<file path="src/rtl/wrr_dispatcher_pkg.sv">
// Shared types and sizing helpers for the weighted round-robin dispatcher.
package wrr_dispatcher_pkg;

  typedef enum logic {
    ST_EMPTY = 1'b0,
    ST_FULL  = 1'b1
  } buf_state_e;

  // Weight field must hold WEIGHT_NUM itself, hence the extra bit.
  function automatic int wrr_ww(input int weight_num);
    return $clog2(weight_num) + 1;
  endfunction

  function automatic int wrr_iw(input int n);
    return (n > 1) ? $clog2(n) : 1;
  endfunction

  function automatic int wrr_clamp(input int w, input int max_w);
    return (w > max_w) ? max_w : w;
  endfunction

endpackage

</file>
<file path="src/rtl/wrr_dispatcher_if.sv">
// Beat stream, per-port outputs and weight programming of the WRR dispatcher.
interface wrr_dispatcher_if
  import wrr_dispatcher_pkg::*;
#(
  parameter int DW         = 8,
  parameter int ARB_NUM    = 8,
  parameter int WEIGHT_NUM = 8
);
  localparam int WW = wrr_ww(WEIGHT_NUM);
  localparam int IW = wrr_iw(ARB_NUM);

  // Handshake: a beat moves on a side in every cycle where both its valid
  // (iReq / oReq[p]) and its ready (oGnt / iGnt[p]) are high at the clock edge;
  // valid never waits for ready, and a raised valid holds its data until taken.
  logic                  iReq;
  logic                  oGnt;
  logic [DW-1:0]         iData;
  logic [ARB_NUM-1:0]    oReq;
  logic [ARB_NUM-1:0]    iGnt;
  logic [DW-1:0]         oData;
  logic [IW-1:0]         oSel;
  logic [ARB_NUM*WW-1:0] iWeight;
  logic                  iWeightLoad;
  buf_state_e            oState;

  modport master (
    output iReq, iData, iGnt, iWeight, iWeightLoad,
    input  oGnt, oReq, oData, oSel, oState
  );

  modport slave (
    input  iReq, iData, iGnt, iWeight, iWeightLoad,
    output oGnt, oReq, oData, oSel, oState
  );

endinterface

</file>
<file path="src/rtl/wrr_dispatcher_next_ptr.sv">
// Circular priority find: first set bit of mask_i at (INCLUSIVE) or strictly
// after start_i; strictly-after wraps all the way round to start_i itself last.
module wrr_dispatcher_next_ptr #(
  parameter int N         = 8,
  parameter int IW        = 3,
  parameter bit INCLUSIVE = 1'b1
) (
  input  logic [N-1:0]  mask_i,
  input  logic [IW-1:0] start_i,
  output logic          found_o,
  output logic [IW-1:0] idx_o
);
  localparam int OFF = INCLUSIVE ? 0 : 1;

  always_comb begin
    found_o = 1'b0;
    idx_o   = '0;
    for (int k = 0; k < N; k++) begin
      int            j;
      logic [IW-1:0] jj;
      j = int'(start_i) + k + OFF;
      if (j >= N) j = j - N;
      jj = IW'(j);
      if (!found_o && mask_i[jj]) begin
        found_o = 1'b1;
        idx_o   = jj;
      end
    end
  end

endmodule

</file>
<file path="src/rtl/wrr_dispatcher.sv">
// Weighted round-robin 1-to-N dispatcher with a one-entry output buffer;
// port i receives up to weight[i] consecutive beats per round.
module wrr_dispatcher
  import wrr_dispatcher_pkg::*;
#(
  parameter int DW         = 8,
  parameter int ARB_NUM    = 8,
  parameter int WEIGHT_NUM = 8,
  parameter int RST_WEIGHT = 1
) (
  input  logic              iClk,
  input  logic              iRst_n,
  wrr_dispatcher_if.slave   bus
);
  localparam int WW = wrr_ww(WEIGHT_NUM);
  localparam int IW = wrr_iw(ARB_NUM);

  buf_state_e         state_q, state_d;
  logic [DW-1:0]      data_q, data_d;
  logic [IW-1:0]      sel_q, sel_d;
  logic [IW-1:0]      ptr_q, ptr_d;
  logic [WW-1:0]      cnt_q, cnt_d;
  logic [WW-1:0]      weight_q [ARB_NUM];
  logic [WW-1:0]      weight_d [ARB_NUM];

  logic [ARB_NUM-1:0] nz_mask;
  logic               any_w;
  logic [IW-1:0]      sel;
  logic               nxt_found;
  logic [IW-1:0]      nxt_idx;
  logic               full;
  logic               drain;
  logic               gnt;
  logic               accept;
  logic [WW:0]        cnt_inc;

  always_comb begin
    nz_mask = '0;
    for (int i = 0; i < ARB_NUM; i++) nz_mask[i] = (weight_q[i] != '0);
  end

  // any_w doubles as "some port has a nonzero weight".
  wrr_dispatcher_next_ptr #(.N(ARB_NUM), .IW(IW), .INCLUSIVE(1'b1)) u_sel (
    .mask_i (nz_mask),
    .start_i(ptr_q),
    .found_o(any_w),
    .idx_o  (sel)
  );

  wrr_dispatcher_next_ptr #(.N(ARB_NUM), .IW(IW), .INCLUSIVE(1'b0)) u_nxt (
    .mask_i (nz_mask),
    .start_i(sel),
    .found_o(nxt_found),
    .idx_o  (nxt_idx)
  );

  assign full    = (state_q == ST_FULL);
  assign drain   = full && bus.iGnt[sel_q];
  assign gnt     = any_w && (!full || bus.iGnt[sel_q]);
  assign accept  = bus.iReq && gnt;
  assign cnt_inc = {1'b0, cnt_q} + 1'b1;

  always_comb begin
    state_d  = state_q;
    data_d   = data_q;
    sel_d    = sel_q;
    ptr_d    = ptr_q;
    cnt_d    = cnt_q;
    weight_d = weight_q;

    case (state_q)
      ST_EMPTY: if (accept) state_d = ST_FULL;
      ST_FULL:  if (drain && !accept) state_d = ST_EMPTY;
    endcase

    if (accept) begin
      data_d = bus.iData;
      sel_d  = sel;
      if (cnt_inc >= {1'b0, weight_q[sel]}) begin
        cnt_d = '0;
        ptr_d = nxt_found ? nxt_idx : '0;
      end else begin
        cnt_d = cnt_inc[WW-1:0];
        ptr_d = sel;
      end
    end

    // A same-cycle load wins over the credit update above; sel already used old weights.
    if (bus.iWeightLoad) begin
      for (int i = 0; i < ARB_NUM; i++)
        weight_d[i] = WW'(wrr_clamp(int'(bus.iWeight[i*WW +: WW]), WEIGHT_NUM));
      cnt_d = '0;
      ptr_d = '0;
    end
  end

  always_ff @(posedge iClk or negedge iRst_n) begin
    if (!iRst_n) begin
      state_q <= ST_EMPTY;
      data_q  <= '0;
      sel_q   <= '0;
      ptr_q   <= '0;
      cnt_q   <= '0;
      for (int i = 0; i < ARB_NUM; i++) weight_q[i] <= WW'(RST_WEIGHT);
    end else begin
      state_q  <= state_d;
      data_q   <= data_d;
      sel_q    <= sel_d;
      ptr_q    <= ptr_d;
      cnt_q    <= cnt_d;
      weight_q <= weight_d;
    end
  end

  // oReq derives from the registered state, so it drops with the async reset.
  always_comb begin
    bus.oReq = '0;
    for (int i = 0; i < ARB_NUM; i++) bus.oReq[i] = full && (sel_q == IW'(i));
  end

  assign bus.oGnt   = gnt;
  assign bus.oData  = data_q;
  assign bus.oSel   = sel_q;
  assign bus.oState = state_q;

endmodule

</file>
<file path="src/flat_wrapper.sv">
// flat-port wrapper written by rule: the top's interface ports become plain ports
module wrr_dispatcher_flat import wrr_dispatcher_pkg::*;
#(
  parameter int DW         = 8,
  parameter int ARB_NUM    = 8,
  parameter int WEIGHT_NUM = 8,
  parameter int RST_WEIGHT = 1
)
  (iClk, iRst_n, bus_iReq, bus_iData, bus_iGnt, bus_iWeight, bus_iWeightLoad, bus_oGnt, bus_oReq, bus_oData, bus_oSel, bus_oState);
  wrr_dispatcher_if #(.DW(DW), .ARB_NUM(ARB_NUM), .WEIGHT_NUM(WEIGHT_NUM)) bus_i ();
  input  logic iClk;
  input  logic iRst_n;
  input wire logic [$bits(bus_i.iReq)-1:0] bus_iReq;
  input wire logic [$bits(bus_i.iData)-1:0] bus_iData;
  input wire logic [$bits(bus_i.iGnt)-1:0] bus_iGnt;
  input wire logic [$bits(bus_i.iWeight)-1:0] bus_iWeight;
  input wire logic [$bits(bus_i.iWeightLoad)-1:0] bus_iWeightLoad;
  output wire logic [$bits(bus_i.oGnt)-1:0] bus_oGnt;
  output wire logic [$bits(bus_i.oReq)-1:0] bus_oReq;
  output wire logic [$bits(bus_i.oData)-1:0] bus_oData;
  output wire logic [$bits(bus_i.oSel)-1:0] bus_oSel;
  output wire logic [$bits(bus_i.oState)-1:0] bus_oState;
  assign bus_i.iReq = bus_iReq;
  assign bus_i.iData = bus_iData;
  assign bus_i.iGnt = bus_iGnt;
  assign bus_i.iWeight = bus_iWeight;
  assign bus_i.iWeightLoad = bus_iWeightLoad;
  assign bus_oGnt = bus_i.oGnt;
  assign bus_oReq = bus_i.oReq;
  assign bus_oData = bus_i.oData;
  assign bus_oSel = bus_i.oSel;
  assign bus_oState = bus_i.oState;
  wrr_dispatcher #(.DW(DW), .ARB_NUM(ARB_NUM), .WEIGHT_NUM(WEIGHT_NUM), .RST_WEIGHT(RST_WEIGHT)) u_core (.iClk(iClk), .iRst_n(iRst_n), .bus(bus_i));
endmodule
</file>
<file path="config.mk">
export PLATFORM = sky130hd
export DESIGN_NAME = wrr_dispatcher_flat
export DESIGN_NICKNAME = d
export VERILOG_FILES = /design/src/rtl/wrr_dispatcher_pkg.sv /design/src/rtl/wrr_dispatcher_if.sv /design/src/rtl/wrr_dispatcher_next_ptr.sv /design/src/rtl/wrr_dispatcher.sv /design/src/flat_wrapper.sv
export SDC_FILE = /design/constraint.sdc
export NUM_CORES = 1
export LEC_CHECK = 0
export ABC_CLOCK_PERIOD_IN_PS = 5230
export CAP_MARGIN = 10
export CORE_UTILIZATION = 50
export CTS_CLUSTER_SIZE = 10
export DETAILED_ROUTE_END_ITERATION = 8
export PLACE_DENSITY = 0.78
export SETUP_SLACK_MARGIN = 0.05
export SLEW_MARGIN = 40
export SYNTH_ARGS = -nofsm -noshare
export SYNTH_HDL_FRONTEND = slang
export SYNTH_SLANG_ARGS = --single-unit
</file>
<file path="constraint.sdc">
create_clock -name iClk -period 5.23 [get_ports iClk]
set_clock_uncertainty 0.2 [all_clocks]
set_input_delay 1.569 -clock iClk [delete_from_list [all_inputs] [get_ports iClk]]
set_output_delay 1.569 -clock iClk [all_outputs]
set_load 0.01 [all_outputs]
</file>
==> Word level (Yosys, flattened, before mapping) <==
Index checks and enable logic that the tools add are counted.
{ "word_totals": {"out_inout_bits": 21, "mem_bits_ro": 0, "latch_bits": 0, "reg_bits": 51, "input_bits": 52, "wordCells": 259, "mem_bits_rw": 0, "memories": 0} }
{ "classes": {"add_sub_neg": 38, "multipliers": 0, "div": 0, "n_reduce_logical": 53, "n_lt_le_gt_ge": 43, "shifts": 0, "bitwise_logic": 2, "n_mux": 103, "n_eq_ne": 7} }
{ "ops": {"columns": ["operator", "count"], "rows": [
  ["$mux W3", 36],
  ["$lt A3 B4 Y1 const B", 17],
  ["$mux W4", 13],
  ["$bmux W1 S3", 17],
  ["$sub A3 B1 Y3 const B", 16],
  ["$add A4 B1 Y5 const B", 8],
  ["$ge A4 B4 Y1 const B", 9],
  ["$ge A5 B4 Y1 const B", 7],
  ["$mux W1", 35],
  ["$add A3 B3 Y4 const B", 8],
  ["$gt A4 B4 Y1 const B", 8],
  ["$reduce_bool A4 Y1", 8],
  ["$logic_and A1 B1 Y1", 26],
  ["$add A3 B2 Y4 const B", 4],
  ["$logic_not A1 Y1", 16],
  ["$bmux W4 S3", 1],
  ["$eq A3 B3 Y1 const B", 4],
  ["$add A3 B1 Y4 const B", 2],
  ["$eq A3 B2 Y1 const B", 2],
  ["$ge A5 B4 Y1", 1],
  ["$ge A3 B4 Y1 const B", 1],
  ["$not A3 Y4", 1],
  ["$eq A3 B1 Y1 const B", 1],
  ["$logic_not A3 Y1", 1],
  ["4 further kinds", 4]
]} }

==> Longest topological paths before layout <==
Gate-level depths: netlist of the first run.
{ "depth": {"ltp_word": 57, "depth_mapped": 29, "depth_no_buf": 24} }

==> Modules after synthesis <==
A second synthesis of the first run with hierarchy kept.
{ "unflattened": {"cells_unflattened": 493, "hier_area_um2": 4780.8} }
{ "modules_own_cells": {"columns": ["mod", "area_per_inst_um2", "cells_each", "n_inst", "seq_area_each_um2"], "rows": [
  ["wrr_dispatcher", 2790.2, 248, 1, 1286.2],
  ["wrr_dispatcher_next_ptr at u_core.u_nxt", 1177.4, 145, 1, 0.0],
  ["wrr_dispatcher_next_ptr at u_core.u_sel", 813.3, 100, 1, 0.0]
]} }

==> Worst setup path after synthesis of the first run <==
OpenSTA, ideal clock, no wires.
{ "synth_path": {"kind": "flip-flop to flip-flop", "startpoint": "register u_core.ptr_q[1]", "endpoint": "register u_core.ptr_q[0]", "path_slack_ns": -0.215, "path_stages_with_launch": 25, "arrival_time_ns": 5.110, "required_ns": 4.894, "n_path_buf": 5, "period_less_slack_ns": 5.445, "setup_time_ns": 0.136, "path_cell_list": "dfrtp_1 clkbuf_1 inv_1 ha_1 buf_2 or2_2 o22ai_1 o21a_1 o211ai_1 a211oi_1 a31o_1 and2_1 clkbuf_1 inv_1 buf_1 ha_1 buf_1 or4_1 nand4_2 xnor2_2 mux2i_2 o21ai_0 a221o_1 nand4_1 o211ai_1"} }
{ "synth_via": {"elab_chain_len": 57, "elab_cells_between_ends": 173, "cone_classes": "37 x add/sub; 17 x order compare; 87 x mux; 1 x bitwise; 31 x reduce/logical"} }
{ "synth_rtl": {"columns": ["item", "line", "source"], "rows": [
  ["from (decl)", "wrr_dispatcher.sv:21", "logic [IW-1:0] ptr_q, ptr_d;"],
  ["from (signal assigned)", "wrr_dispatcher.sv:109", "ptr_q <= ptr_d;"],
  ["branches (longest 25 deep; another with $add A3 B1 Y4)", null, null],
  ["$mux W3 (*)", "wrr_dispatcher_next_ptr.sv:24", "if (!found_o && mask_i[jj]) begin"],
  ["net u_core.sel[1]", "wrr_dispatcher.sv:28", "logic [IW-1:0] sel;"],
  ["branches (longest 28 deep; another with $add A4 B1 Y5)", null, null],
  ["$mux W3 (*)", "wrr_dispatcher.sv:79", "if (cnt_inc >= {1'b0, weight_q[sel]}) begin"],
  ["$mux W3 (*)", "wrr_dispatcher.sv:76", "if (accept) begin"],
  ["$mux W3 (*)", "wrr_dispatcher.sv:89", "if (bus.iWeightLoad) begin"]
]} }
Mark *: on every way through the listed nets, which the timed path passes. The select of a mux whose other input is x is not followed.
A chain may end at the register's enable or synchronous reset.

==> Final worst setup path of the first run <==
{ "layout_path": {"startpoint": "register u_core.weight_q[1] (netlist bit)", "endpoint": "output bus_oGnt"} }
{ "layout_via": {"elab_chain_len": 26, "elab_cells_between_ends": 40, "cone_classes": "24 x mux; 16 x reduce/logical"} }
{ "layout_rtl": {"columns": ["item", "line", "source"], "rows": [
  ["from (decl)", "wrr_dispatcher.sv:23", "logic [WW-1:0] weight_q [ARB_NUM];"],
  ["from (signal assigned)", "wrr_dispatcher.sv:111", "weight_q <= weight_d;"],
  ["$reduce_bool A4 Y1 (*)", "wrr_dispatcher.sv:39", "for (int i = 0; i < ARB_NUM; i++) nz_mask[i] = (weight_q[i] != '0);"],
  ["$bmux W1 S3", "wrr_dispatcher_next_ptr.sv:24", null],
  ["$mux W1 (not written as such)", "wrr_dispatcher_next_ptr.sv:24", null],
  ["$mux W1", "wrr_dispatcher_next_ptr.sv:24", null],
  ["$logic_not A1 Y1", "wrr_dispatcher_next_ptr.sv:24", null],
  ["$logic_and A1 B1 Y1", "wrr_dispatcher_next_ptr.sv:24", null],
  ["$mux W1", "wrr_dispatcher_next_ptr.sv:24", null],
  ["$logic_not A1 Y1", "wrr_dispatcher_next_ptr.sv:24", null],
  ["[... 10 more ...]", null, null],
  ["$mux W1", "wrr_dispatcher_next_ptr.sv:24", null],
  ["$logic_not A1 Y1", "wrr_dispatcher_next_ptr.sv:24", null],
  ["$logic_and A1 B1 Y1", "wrr_dispatcher_next_ptr.sv:24", null],
  ["$mux W1", "wrr_dispatcher_next_ptr.sv:24", null],
  ["$logic_not A1 Y1", "wrr_dispatcher_next_ptr.sv:24", null],
  ["$logic_and A1 B1 Y1", "wrr_dispatcher_next_ptr.sv:24", null],
  ["$mux W1 (*)", "wrr_dispatcher_next_ptr.sv:24", null],
  ["$logic_and A1 B1 Y1 (*)", "wrr_dispatcher.sv:59", "assign gnt = any_w && (!full || bus.iGnt[sel_q]);"],
  ["to (decl)", "flat_wrapper.sv:18", "output wire logic [$bits(bus_i.oGnt)-1:0] bus_oGnt;"]
]} }
Every way passes the cells marked *; elsewhere a longest branch is shown, timed or not. The select of a mux whose other input is x is not followed.

==> results of run 1 <==
routing by layer:
| layer | track usage | routed length (µm) |
|---|---|---|
| met5 | 0 | 0 |
| met4 | 0.106 | 549 |
| met3 | 0.0329 | 1180 |
| met2 | 0.517 | 7760 |
| met1 | 0.416 | 6390 |
repair_timing:
action                     4_1_cts  5_1_grt
setup buffers                    0       12
setup endpoints to repair        1        8
pin swaps                        0       32
gates resized for setup          1       68
gates cloned                     0        2
cells by family after synthesis:
| family | count (synthesis) | synth area share |
|---|---|---|
| AOI/OAI and AO/OA | 180 | 0.269 |
| xor gates and xnor gates | 9 | 0.0203 |
| adders and majority gates | 10 | 0.0270 |
| buffers and inverters | 70 | 0.0646 |
| DFF | 51 | 0.278 |
| muxes | 45 | 0.138 |
| and+or+nand+nor | 189 | 0.203 |
stage by stage:
| stage | area, µm² | hold slack (ps) | power (W) | setup WS (ps) |
|---|---|---|---|---|
| final | 6400 | 319 | 0.00487 | 70.2 |
| after global routing | 6400 | 343 | 0.00517 | -41.1 |
| after CTS | 6020 | 322 | 0.00438 | 52.8 |
| after detailed placement | 5920 | 297 | 0.00410 | 84.0 |
| after global placement | 5870 | 287 | 0.00406 | 55.0 |
| after floorplan | 4640 | 275 | 0.00293 | 54.2 |
state kept, by name (all words and copies together) (netlist names):
name	count
u_core.weight_q	32
u_core.bus.oData	8
u_core.cnt_q	4
u_core.bus.oSel	3
u_core.ptr_q	3
u_core.bus.oState	1
area by class of cell:
class | instances | share of cell area
clock inverters | 3 | 0.00352
well taps | 108 | 0.0211
clock buffers | 5 | 0.0107
inverters | 35 | 0.0205
flip-flops and latches | 51 | 0.201
repair buffers | 159 | 0.218
multi-input cells | 435 | 0.525
final timing paths:
| path | endpoint | startpoint | depth (start not counted) | slack, ps |
|---|---|---|---|---|
| setup / recovery | bus_oGnt | u_core.weight_q[1] | 8 | 70 |
| hold / removal | u_core.bus.oData[7] | u_core.bus.oData[7] | 1 | 320 |
| setup reg to reg | u_core.cnt_q[1] | u_core.weight_q[1] | 19 | 100 |
| hold reg to reg | u_core.bus.oData[7] | u_core.bus.oData[7] | 1 | 320 |
| max in group asynchronous | u_core.weight_q[6] | iRst_n | 2 | 3260 |
| min in group asynchronous | u_core.bus.oData[7] | iRst_n | 2 | 1140 |
cell usage in the layout (no fill, tap or decap), drive strengths merged, types with 4 or more instances in the layout:
cell and n:
or2 6, a211oi 14, mux4 13, nor3 9, buf 89, dfstp 8, and2 5, nor2 47
xnor2 7, o21ai 35, a31oi 5, nor2b 8, inv 37, o211ai 13, nand2b 9, clkbuf 5
or4 12, nor4 11, a21oi 34, a21o 8, o31ai 8, clkdlybuf4s50 70, a2111oi 4, mux2i 15
o22ai 23, nand4 5, dfrtp 43, mux2 17, nand2 61, ha 10, or3 4, nand3 4
power by group through the flow:
stage / Combinational, W / Sequential [W] / Clock [W]
6_report: 0.00405 / 0.000567 / 0.000254
4_1_cts: 0.00356 / 0.000561 / 0.000256
2_1_floorplan: 0.00237 / 0.000559 / 0
3_3_place_gp: 0.00349 / 0.000562 / 0
5_1_grt: 0.00432 / 0.000576 / 0.000269
3_5_place_dp: 0.00353 / 0.000569 / 0
==> flow_results.org, run 1 <==
** Outcome
- The run finished with clean final reports.

** Global routing
- For this run, the total global-route usage over all layers was measured as 0.309.
- Largest net degree at the start of global routing :: 52
- Global routing finished with a remaining overflow of 0.
- Via count of the first global-routing pass :: 4849
- Number of antenna violations at the first check in global routing :: 0
- Wire length of the first global-routing pass :: 23900 µm

** Setup path
- Required time reported for the critical path endpoint :: 3460 ps
- The signal on the critical path passes through or4_4 > mux4_2 > buf_4 > mux2i_4 > and3_4 > nand4_1 > and2_4 > clkdlybuf4s50_1.
- Delay-heaviest family, CP :: simple AND/OR/NAND/NOR gates
- Kind of end point of the critical path :: primary output
- Startpoint class of the critical path :: flop
- On the critical path, the stage with the largest delay is an instance of mux4_2.
- Along the worst path, the maximum fanout reaches 7.
- CP arrival :: 3390 ps
- Highest cell delay on the worst timing path :: 600 ps
- Buffer and inverter count on the worst path :: 2
- The critical path is of the flop to primary output type.

** Synthesis
- The cell area that synthesis handed to floorplanning was 0.00463 mm².
- The number of different library cells used by synthesis comes to 72.
- In the post-synthesis netlist, the biggest area contributors are dfrtp_1, mux4_2, nand2_1, dfstp_2, mux2_2.
- dfrtp_1 takes more of the synthesized area than any other cell.
- Each instance of the synthesized netlist takes up on average 8.36 µm².
- Post-synth top area share :: 0.232
- In this run, synthesis produced a sequential element count of 51.
- Yosys mapped a number of flops with a built-in enable equal to 0.
- Of the synthesized area, sequential elements account for 0.278.
- Yosys warning count :: 0
- The commonest cells after synthesis are nand2_1, nor2_1, dfrtp_1.
- Instance count of the mapped netlist :: 554
- Yosys instantiated no cell more often than nand2_1.
- Fraction of registers with async set or reset after synthesis :: 1.00
- When the netlist entered floorplanning its net count stood at 616.
- The most used flip-flop cell after synthesis is dfrtp_1.

** Floorplanning
- Core Box Area :: 0.00885 mm²
- Full die area :: 0.00965 mm²
- For this configuration, the core starts out at a cell density of 0.523.
- The floorplan has 34 rows.
- Floorplan die height :: 98.2 µm
- I/O pin total :: 73
- Die width :: 98.2 µm

** Placement
- Routability-driven placement finished with a final weighted congestion of 1.01.
- Port buffer count :: 72
- In this run, placement finished with an instance count of 774.
- Placed wire-length estimate :: 11400 µm

** Pwr
- Summed over all nets, the switching power comes to 0.00246 W.
- For this design the ratio of total power to cell area is 761 mW/mm².
- Sequential share of power :: 0.116
- Maximum resistive drop on vdd :: 0.000400 V
- Leakage power summed over all cells :: 2.58 nW
- Combinational group share of total power :: 0.832
- Of the total power, the share spent switching nets is 0.504.
- P_int :: 0.00242 W
- Of the total power, the clock network draws 0.052.

** Timing
- RSZ-0062 raised after global routing :: yes
- Worst Tran Pin Value :: 804 ps
- Setup TNS Final :: 0 ps
- Setup-violating endpoint count in the final report :: 0
- Final Max Slew Viols :: 0
- For this run, the top clock speed supported by timing is 194 MHz.
- The smallest clock period supported by the final layout is computed as 5160 ps.
- Headroom to the max-slew limit came out at 0.460.
- Final worst path period share :: 0.987
- Hold Fails Final Rpt :: 0

** Clocking
- Buffers from clock root to sink, at most :: 2
- H-tree depth :: 2
- After clock tree synthesis, the clock-pin slew on the worst setup and hold paths is 110 ps.
- CTS placed an instance of clkbuf_8 at the clock tree root.
- TritonCTS clock tree :: yes
- Clock latency of the later-clocked register in the worst-skew pair :: 320 ps
- Hold_buf cts :: 0
- Clock tree synthesis found a total of 51 sinks.
- Total CTS buffers :: 5

** Final layout
- Across the whole layout, storage elements account for 0.00129 mm².
- The filler cells instantiated in the layout total 651.
- The repair_antennas step left the layout with diodes totalling 0.
- In the final layout, the share of cells above drive strength 1 is 0.314.
- Total area of multi-input combinational cells :: 0.00336 mm²
- Relative to the synthesized area, the layout overhead comes to 38.3%.
- Fin util :: 0.724
- Number of non-filler instances in the completed layout :: 796
- Number of nets in the final layout :: 749

** Route
- The first detailed-routing pass took 6 iterations.
- The detailed router finished its first iteration with 555 violations.
- Post-detailed-routing wire length :: 15900 µm
- Detailed-route wire length per cell :: 19.9 µm
- After detailed routing, the number of remaining DRC violations is 0.
- The final route contains 5179 vias.
- Number of vias per cell after detailed routing :: 6.51
- Antenna violation net count after detailed routing :: 0

** Job
- Max-cap violations in this run came to 0.

** Worst hold path
- The min-delay analysis places its worst path in the category flop to flop.
(Power assumes the default switching activity.)
==> run 2: changes to the inputs <==
CORE_UTILIZATION = 41   (was 50)
PLACE_DENSITY = 0.66   (was 0.78)
SYNTH_HIERARCHICAL = 1   (was default)
==> flow_results.org, run 2 <==
** Clocking
- The CTS clock-pin slew for the worst setup and hold paths was 70 ps (-40 ps).
- The total number of H-tree levels is 2 (unchanged).
- TritonCTS built the clock tree.
- The tree is rooted in a clkbuf_16.
- Buffers from clock root to sink, at most :: 2 (unchanged)
- Total CTS buffers :: 5 (unchanged)
- Clock latency of the later-clocked register in the worst-skew pair :: 300 ps (-20 ps)
- TritonCTS Sinks :: 51 (unchanged)

** Route
- Total number of vias :: 4668 (-9.9%)
- The DRC violation count after routing came to 0 (unchanged).
- Number of vias per cell after detailed routing :: 5.69 (-13%)
- Post-detailed-routing wire length :: 14100 µm (-11%)
- Detailed-route wire length per cell :: 17.2 µm (-14%)
- The iteration count of the initial detailed-routing pass came to 5 (-1).
- Initial DRC count :: 275 (-50%)
- Antenna violation net count after detailed routing :: 0 (unchanged)

** Synthesis
- The number of enable-type register cells in the synthesized netlist came to 0 (unchanged).
- Predominant post-synthesis flop cell :: dfrtp_1
- Average cell area after synthesis :: 9.70 µm² (+16%)
- Most frequent cell after synthesis :: dfrtp_1
- Sequential-to-total area share from yosys stat :: 0.269 (-0.00880)
- The gate count after technology mapping was 493 (-11%).
- The share of synthesized cell area in and, or, nand and nor gates was 0.198 (-0.00538).
- The post-synthesis cell area is 0.00478 mm² (+3.3%).
- Combinational family with the most area after synthesis :: multiplexers
- Multiplexer fraction of the synthesized cell area :: 0.268 (+0.130)
- The area share of the leading cell type in the synthesized netlist was 0.225 (-0.00736).
- Synthesized-area fraction occupied by ao, oa, aoi and oai cells :: 0.141 (-0.128)
- Synth Area in XOR/XNOR :: 0.0254 (+0.00512)
- Post-Synth Adder-Cell Area :: 0.0262 (-0.000856)
- Synth cell count leaders :: dfrtp_1, inv_1, o21ai_0
- Yosys warning count :: 6 (+6)
- The share of flip-flops with an asynchronous set or reset after synthesis came to 1.00 (unchanged).
- Synth area leader :: dfrtp_1
- The net count of the mapped netlist is 555 (-9.9%).
- Cell types with the largest area share after synthesis :: dfrtp_1, mux4_2, mux2i_1, mux2_2, dfstp_2
- The post-synthesis register bit count came to 51 (unchanged).
- Number of unique standard cell types used by synthesis :: 72 (unchanged)

** Global routing
- Gr ovfl total :: 0 (unchanged)
- The routing usage on met2 was 0.414 (-0.103).
- GR Util met3 :: 0.0282 (-0.00471)
- Met1 Use GR :: 0.326 (-0.0902)
- The initial antenna violation count is 0 (unchanged).
- The overall track demand over capacity in global routing came to 0.244 (-0.0641).
- The global routing stage identified its most utilized layer as met2.
- Wire length of the first global-routing pass :: 22900 µm (-4.1%)
- Via count of the first global-routing pass :: 4691 (-3.3%)
- Largest net degree at the start of global routing :: 65 (+25%)

** Floorplanning
- Core Box Area :: 0.0114 mm² (+28%)
- I/O pin total :: 73 (unchanged)
- The die area is 0.0121 mm² (+25%).
- The die height is 110 µm (+12%).
- The number of rows in the core area is 39 (+15%).
- The chip width came to 110 µm (+12%).
- The initial core utilization came to 0.420 (-0.103).

** Placement
- The total instance count after detailed placement came to 799 (+3.2%).
- The global placement routability congestion was 0.924 (-8.9%).
- The placed standard-cell area was 0.00650 mm² (+9.7%).
- Worst Setup Slack post-DPL :: -292 ps (-376 ps)
- The count of input and output buffers is 72 (unchanged).
- Placed wire-length estimate :: 10500 µm (-7.7%)

** Job
- The count of max-cap constraint violations came to 0 (unchanged).

** Timing
- Setup TNS Final :: -622 ps (-622 ps)
- The period utilization was 1.04 (+0.0500).
- Final WS setup :: -192 ps (-262 ps)
- RSZ-0062 raised after global routing :: yes
- Final Critical Period :: 5420 ps (+262 ps)
- Final Max Slew Viols :: 0 (unchanged)
- The final hold slack came to 306 ps (-12.7 ps).
- Worst Tran Pin Value :: 635 ps (-169 ps)
- Hold Fails Final Rpt :: 0 (unchanged)
- Relative slew slack :: 0.577 (+0.117)
- Setup-violating endpoint count in the final report :: 5 (+5)
- Maximum clock frequency :: 184 MHz (-4.8%)

** Pwr
- The leakage power is 2.85 nW (+10%).
- Pwr dens :: 755 mW/mm² (-0.70%)
- Maximum resistive drop on vdd :: 0.000379 V (-5.4%)

** Final layout
- Leaving out fill and tap cells, the most frequent cell in the layout is buf_4.
- Register containing the most flip-flops in the final layout :: u_core/weight_q
- P&R area growth vs syn :: 46.6%
- Number of non-filler instances in the completed layout :: 821 (+3.1%)
- Leaving out fill and tap cells, the most frequent cells in the layout are buf_4, clkdlybuf4s50_1, dfrtp_1.
- Flip-flop count of the largest register after layout :: 32 (unchanged)
- Share of cells above drive strength 1 :: 0.404 (+0.0902)
- The number of nets in the layout came to 739 (-1.3%).
- The final instance area is 0.00701 mm² (+9.5%).
- The number of antenna cells inserted came to 0 (unchanged).

** Outcome
- Run status :: complete, but fails checks
- The checks that failed: setup timing.

** Setup path
- CP arrival :: 5380 ps (+1990 ps)
- Highest net fanout along the worst path :: 5 (-2)
- Crit path kind :: flop to flop
- The worst setup path is launched from a flop.
- Required time reported for the critical path endpoint :: 5180 ps (+1720 ps)
- STA classifies the critical path endpoint as a flop.

** Worst hold path
- The path class of the tightest hold or removal check is flop to flop.
[run 2: changes by cell type after synthesis, moves of 7 or more]
cell and change:
a211oi_1 -11, a21o_1 -7, a21oi_1 -15, clkbuf_1 -10, mux2_4 +13, mux2i_1 +17
nand2_1 -26, nand3_1 +9, nand3b_1 +23, nor2_1 -21, nor3_1 +8, o211ai_1 -8
o22ai_1 -16
[run 2: worst paths after layout]
check | startpoint | to | slack, ps | cells after the start
worst max-delay path | u_core/weight_q[20] | u_core/ptr_q[1] | -190 | 21
worst min-delay path | u_core/weight_q[24] | u_core/weight_q[24] | 310 | 2
worst max register to register | u_core/weight_q[20] | u_core/ptr_q[1] | -190 | 21
worst min register to register | u_core/weight_q[24] | u_core/weight_q[24] | 310 | 2
max in group asynchronous | iRst_n | u_core/bus.oState | 3230 | 2
min in group asynchronous | iRst_n | u_core/weight_q[11] | 1170 | 2
[run 2: what timing repair did]
action,in CTS,in global routing
endpoints found under the setup margin,8,8
hold endpoints to repair,0,0
hold buffers,0,0
pin swaps,23,2
setup buffers,11,2
gates cloned,1,0
gates resized for setup,42,11
[run 2: metrics by stage]
step           utilization  power, W
2_1_floorplan            -   0.00313
3_3_place_gp         0.571   0.00439
3_5_place_dp         0.571   0.00443
4_1_cts              0.612   0.00517
5_1_grt              0.616   0.00565
6_report             0.616   0.00529
[run 2: cell type report]
type | count | area, µm²
clock buffer | 6 | 139
clock inverter | 2 | 38.8
fill | 932 | 4360
inverter | 38 | 154
multi-input combinational | 374 | 3400
sequential | 51 | 1290
tap | 143 | 179
timing repair buffer | 207 | 1810
[run 2: routing by layer]
| metal | vias up | routed length, µm |
|---|---|---|
| met5 | - | 0 |
| li1 | 2211 | - |
| met4 | 0 | 335 |
| met1 | 2273 | 6260 |
| met2 | 148 | 6890 |
| met3 | 36 | 637 |
[run 2: critical path: stages (launching register included)]
cell and delay [ps]:
dfstp_2 370, or4_4 570, buf_6 150, mux2_4 250, mux4_2 490, and3_4 160, a31oi_1 130, or4b_4 490
a221oi_4 280, o22ai_4 160, buf_6 170, mux2_4 290, mux4_2 530, buf_6 150, clkinv_4 40, buf_6 70
a31oi_1 80, o221ai_1 220, o211a_1 180, o211ai_1 80, nand3b_1 110, a311oi_2 100
[run 2: report_power, final]
| group | switching [W] | internal [W] |
|---|---|---|
| Combinational | 0.00208 | 0.00226 |
| Sequential | 0.0000865 | 0.000476 |
| Clock | 0.000156 | 0.000241 |
[run 2: kinds of logic after synthesis]
logic type,after synthesis
simple gates,166
compound gates,97
mux,91
flops,51
fa+ha+maj,10
xor+xnor,10
buf+inv,68
==> run 3: changes to the inputs <==
CTS_CLUSTER_DIAMETER = 100   (was default)
TNS_END_PERCENT = 50   (was default)
==> flow_results.org, run 3 (synthesis gave the netlist of run 2 again) <==
** Outcome
- The flow ran to the end, but the final reports show violations.
- Violations in the final reports :: setup timing

** Timing
- Hold Fails Final Rpt :: 0 (unchanged)
- The number of endpoints failing setup at the final stage was 4 (-1).
- Final Max Slew Viols :: 0 (unchanged)
- Setup repair after global routing could not meet its margin everywhere.
- Maximum clock frequency :: 185 MHz (about the same)
- Final WS setup :: -187 ps (+4.40 ps)
- The final critical delay including setup and external delays is 5420 ps (-4.40 ps).
- Worst Tran Pin Value :: 654 ps (+18.7 ps)
- Final worst path period share :: 1.04 (about the same)
- The worst-case headroom to the max-slew limit came to 0.564 (-0.0124).

** Floorplanning
- The top-level port count was 73 (unchanged).
- Core Box Area :: 0.0114 mm² (unchanged)
- The chip width came to 110 µm (unchanged).
- The die height came to 110 µm (unchanged).
- The number of rows in the core area came to 39 (unchanged).
- Initial Util :: 0.420 (unchanged)
- Full die area :: 0.0121 mm² (unchanged)

** Pwr
- The leakage power was 2.89 nW (+1.2%).
- P_int :: 0.00305 W (+2.6%)
- The net switching component of the power is 0.00236 W (+1.8%).
- Share of power burned in the clock network :: 0.064 (-0.011)
- The power share of the combinational group came to 0.833 (+0.014).
- Maximum resistive drop on vdd :: 0.000369 V (-2.5%)
- Sequential share of power :: 0.103 (-0.003)
- The power density normalized to cell area came to 762 mW/mm² (+0.92%).
- The switching part of the total power came to 0.436 (-0.00209).

** Clocking
- TritonCTS Sinks :: 51 (unchanged)
- TritonCTS clock tree :: yes
- The number of CTS-inserted buffers came to 5 (unchanged).
- Root buffer selected by CTS :: clkbuf_16
- H-tree depth :: 2 (unchanged)
- Hold_buf cts :: 0 (unchanged)
- The CTS clock-pin slew for the worst setup and hold paths came to 70 ps (about the same).
- The number of buffers on the longest clock path came to 2 (unchanged).
- Clock latency of the later-clocked register in the worst-skew pair :: 290 ps (about the same)

** Setup path
- Kind of end point of the critical path :: flop
- On the critical path, the stage with the largest delay is an instance of mux4_2.
- Required time reported for the critical path endpoint :: 5180 ps (about the same)
- By startpoint and endpoint, the worst setup path is classified as flop to flop.
- The maximum single-stage delay on the critical path is 580 ps (about the same).
- Critical path cell sequence :: or4_4 > buf_6 > mux2_4 > mux4_2 > and3_4 > a31oi_1 > or4b_4 > a221oi_4 > o22ai_4 > buf_6 > mux2_4 > mux4_2 > clkinv_2 > o21ai_1 > a311o_1 > o31ai_1 > o211ai_1 > nand3b_1 > a311oi_2
- Startpoint class of the critical path :: flop
- CP arrival :: 5370 ps (about the same)
- Highest net fanout along the worst path :: 6 (+1)

** Route
- The wire length on met3 was 494 µm (-22%).
- Detailed-route wire length per cell :: 17.0 µm (-1.4%)
- The via-per-instance ratio was 5.53 (-2.8%).
- Initial DRC count :: 288 (+4.7%)
- Total iterations of the first detailed-routing run :: 5 (unchanged)
- Number of remaining DRC errors :: 0 (unchanged)
- The final wirelength came to 14000 µm (-0.63%).
- The detailed router used layers up to and including met4.
- Met2 wire length :: 7020 µm (+1.9%)
- The remaining antenna violation count after routing came to 0 (unchanged).
- The vias after detailed routing is 4571 (-2.1%).
- The detailed-routing wirelength on met1 came to 6350 µm (+1.4%).

** Global routing
- The overall track demand over capacity in global routing is 0.240 (-0.00431).
- Wire length of the first global-routing pass :: 22500 µm (-1.6%)
- Largest net degree at the start of global routing :: 56 (-14%)
- The initial antenna violation count was 0 (unchanged).
- Via count of the first global-routing pass :: 4570 (-2.6%)
- The total global routing overflow came to 0 (unchanged).

** Final layout
- Number of diodes :: 0 (unchanged)
- Flip-flop count of the largest register after layout :: 32 (unchanged)
- The sequential cell area is 0.00129 mm² (unchanged).
- Number of nets in the final layout :: 745 (+0.81%)
- Leaving out fill and tap cells, the most frequent cells in the layout are buf_4, clkdlybuf4s50_1, dfrtp_1.
- The register with the most flip-flops in the final layout is u_core/weight_q.
- Number of fill cells in the layout :: 951 (+2.0%)
- P&R area growth vs syn :: 48.5%
- Fin util :: 0.625 (+0.00803)
- Total area of multi-input combinational cells :: 0.00345 mm² (+1.5%)
- The share of post-route cells with drive strength above 1 came to 0.414 (+0.00961).
- Commonest non-fill, non-tap cell in the layout :: buf_4

** Placement
- The global placement routability congestion is 0.962 (+4.1%).
- The worst-case setup slack after placement is -383 ps (-91.2 ps).
- Port buffer count :: 72 (unchanged)
- Placed wire-length estimate :: 10600 µm (+0.44%)

** Worst hold path
- Class of the worst hold path :: flop to flop

** Job
- Number of maximum-capacitance constraint violations :: 0 (unchanged)
==> run 3: cell count changes in the layout (fill, tap and decap cells not counted), moves of 2 or more <==
| cell | before | now |
|---|---|---|
| nor4_1 | 3 | 5 |
| buf_4 | 124 | 126 |
| mux2_2 | 23 | 21 |
| mux2i_1 | 27 | 25 |
| mux2i_4 | 1 | 5 |
| buf_6 | 8 | 11 |
| and2_1 | 2 | 0 |
| mux2i_2 | 5 | 3 |
| a21oi_2 | 2 | 4 |
| nor4_2 | 4 | 2 |
| a21oi_1 | 14 | 12 |
| and2_4 | 0 | 2 |
==> run 3: final timing paths <==
check / startpoint / endpoint / slack (ps) / cells after the start
worst min-delay path: u_core/bus.oData[4] / u_core/bus.oData[4] / 310 / 1
worst min register to register: u_core/bus.oData[4] / u_core/bus.oData[4] / 310 / 1
min in group asynchronous: iRst_n / u_core/weight_q[2] / 1110 / 1
max in group asynchronous: iRst_n / u_core/bus.oSel[2] / 3290 / 1
worst max register to register: u_core/weight_q[29] / u_core/ptr_q[0] / -190 / 19
worst max-delay path: u_core/weight_q[29] / u_core/ptr_q[0] / -190 / 19
==> run 3: metrics by stage <==
step / setup TNS [ps] / cells / total power (W) / area (µm²) / hold WS [ps]
global placement: -972 / 798 / 0.00441 / 6500 / 280
global route: -1800 / 827 / 0.00578 / 7100 / 324
finish: -620 / 827 / 0.00541 / 7100 / 311
CTS: -466 / 816 / 0.00514 / 6920 / 311
floorplan: -1570 / 493 / 0.00313 / 4890 / 252
detailed placement: -1420 / 798 / 0.00447 / 6500 / 293
==> run 3: per-layer routing <==
layer	global-route usage	vias to the layer above
met1	0.329	2232
li1	-	2229
met5	0	-
met2	0.405	97
met4	0.0600	0
met3	0.0253	13
==> run 3: layout make-up <==
| class | instances | area share |
|---|---|---|
| Clock buffer | 5 | 0.0176 |
| Clock inverter | 3 | 0.00388 |
| Inverter | 38 | 0.0211 |
| Multi-Input combinational cell | 374 | 0.487 |
| Sequential cell | 51 | 0.181 |
| Tap cell | 143 | 0.0252 |
| Timing Repair Buffer | 213 | 0.264 |
==> run 3: power groups by stage <==
stage / Clock [W] / Combinational (W) / Sequential, W
floorplan: 0 / 0.00257 / 0.000554
global placement: 0 / 0.00385 / 0.000560
detailed placement: 0 / 0.00391 / 0.000563
CTS: 0.000349 / 0.00423 / 0.000558
global route: 0.000370 / 0.00484 / 0.000571
finish: 0.000344 / 0.00451 / 0.000559
==> run 3: critical path: cells and delay by family, from the launching register on <==
family	cells	cell delay, ps
muxes	4	1600
AOI/OAI and AO/OA	8	1350
and+or+nand+nor	4	1320
buffers and inverters	3	400
DFF	1	390
==> run 3: repair_timing <==
action                                  in CTS  in global routing
pin swaps                                   26                 19
endpoints found under the hold margin        0                  0
setup buffers                                9                 11
resized for setup                           39                 23
endpoints found under the setup margin       8                  8
cloned                                       1                  0
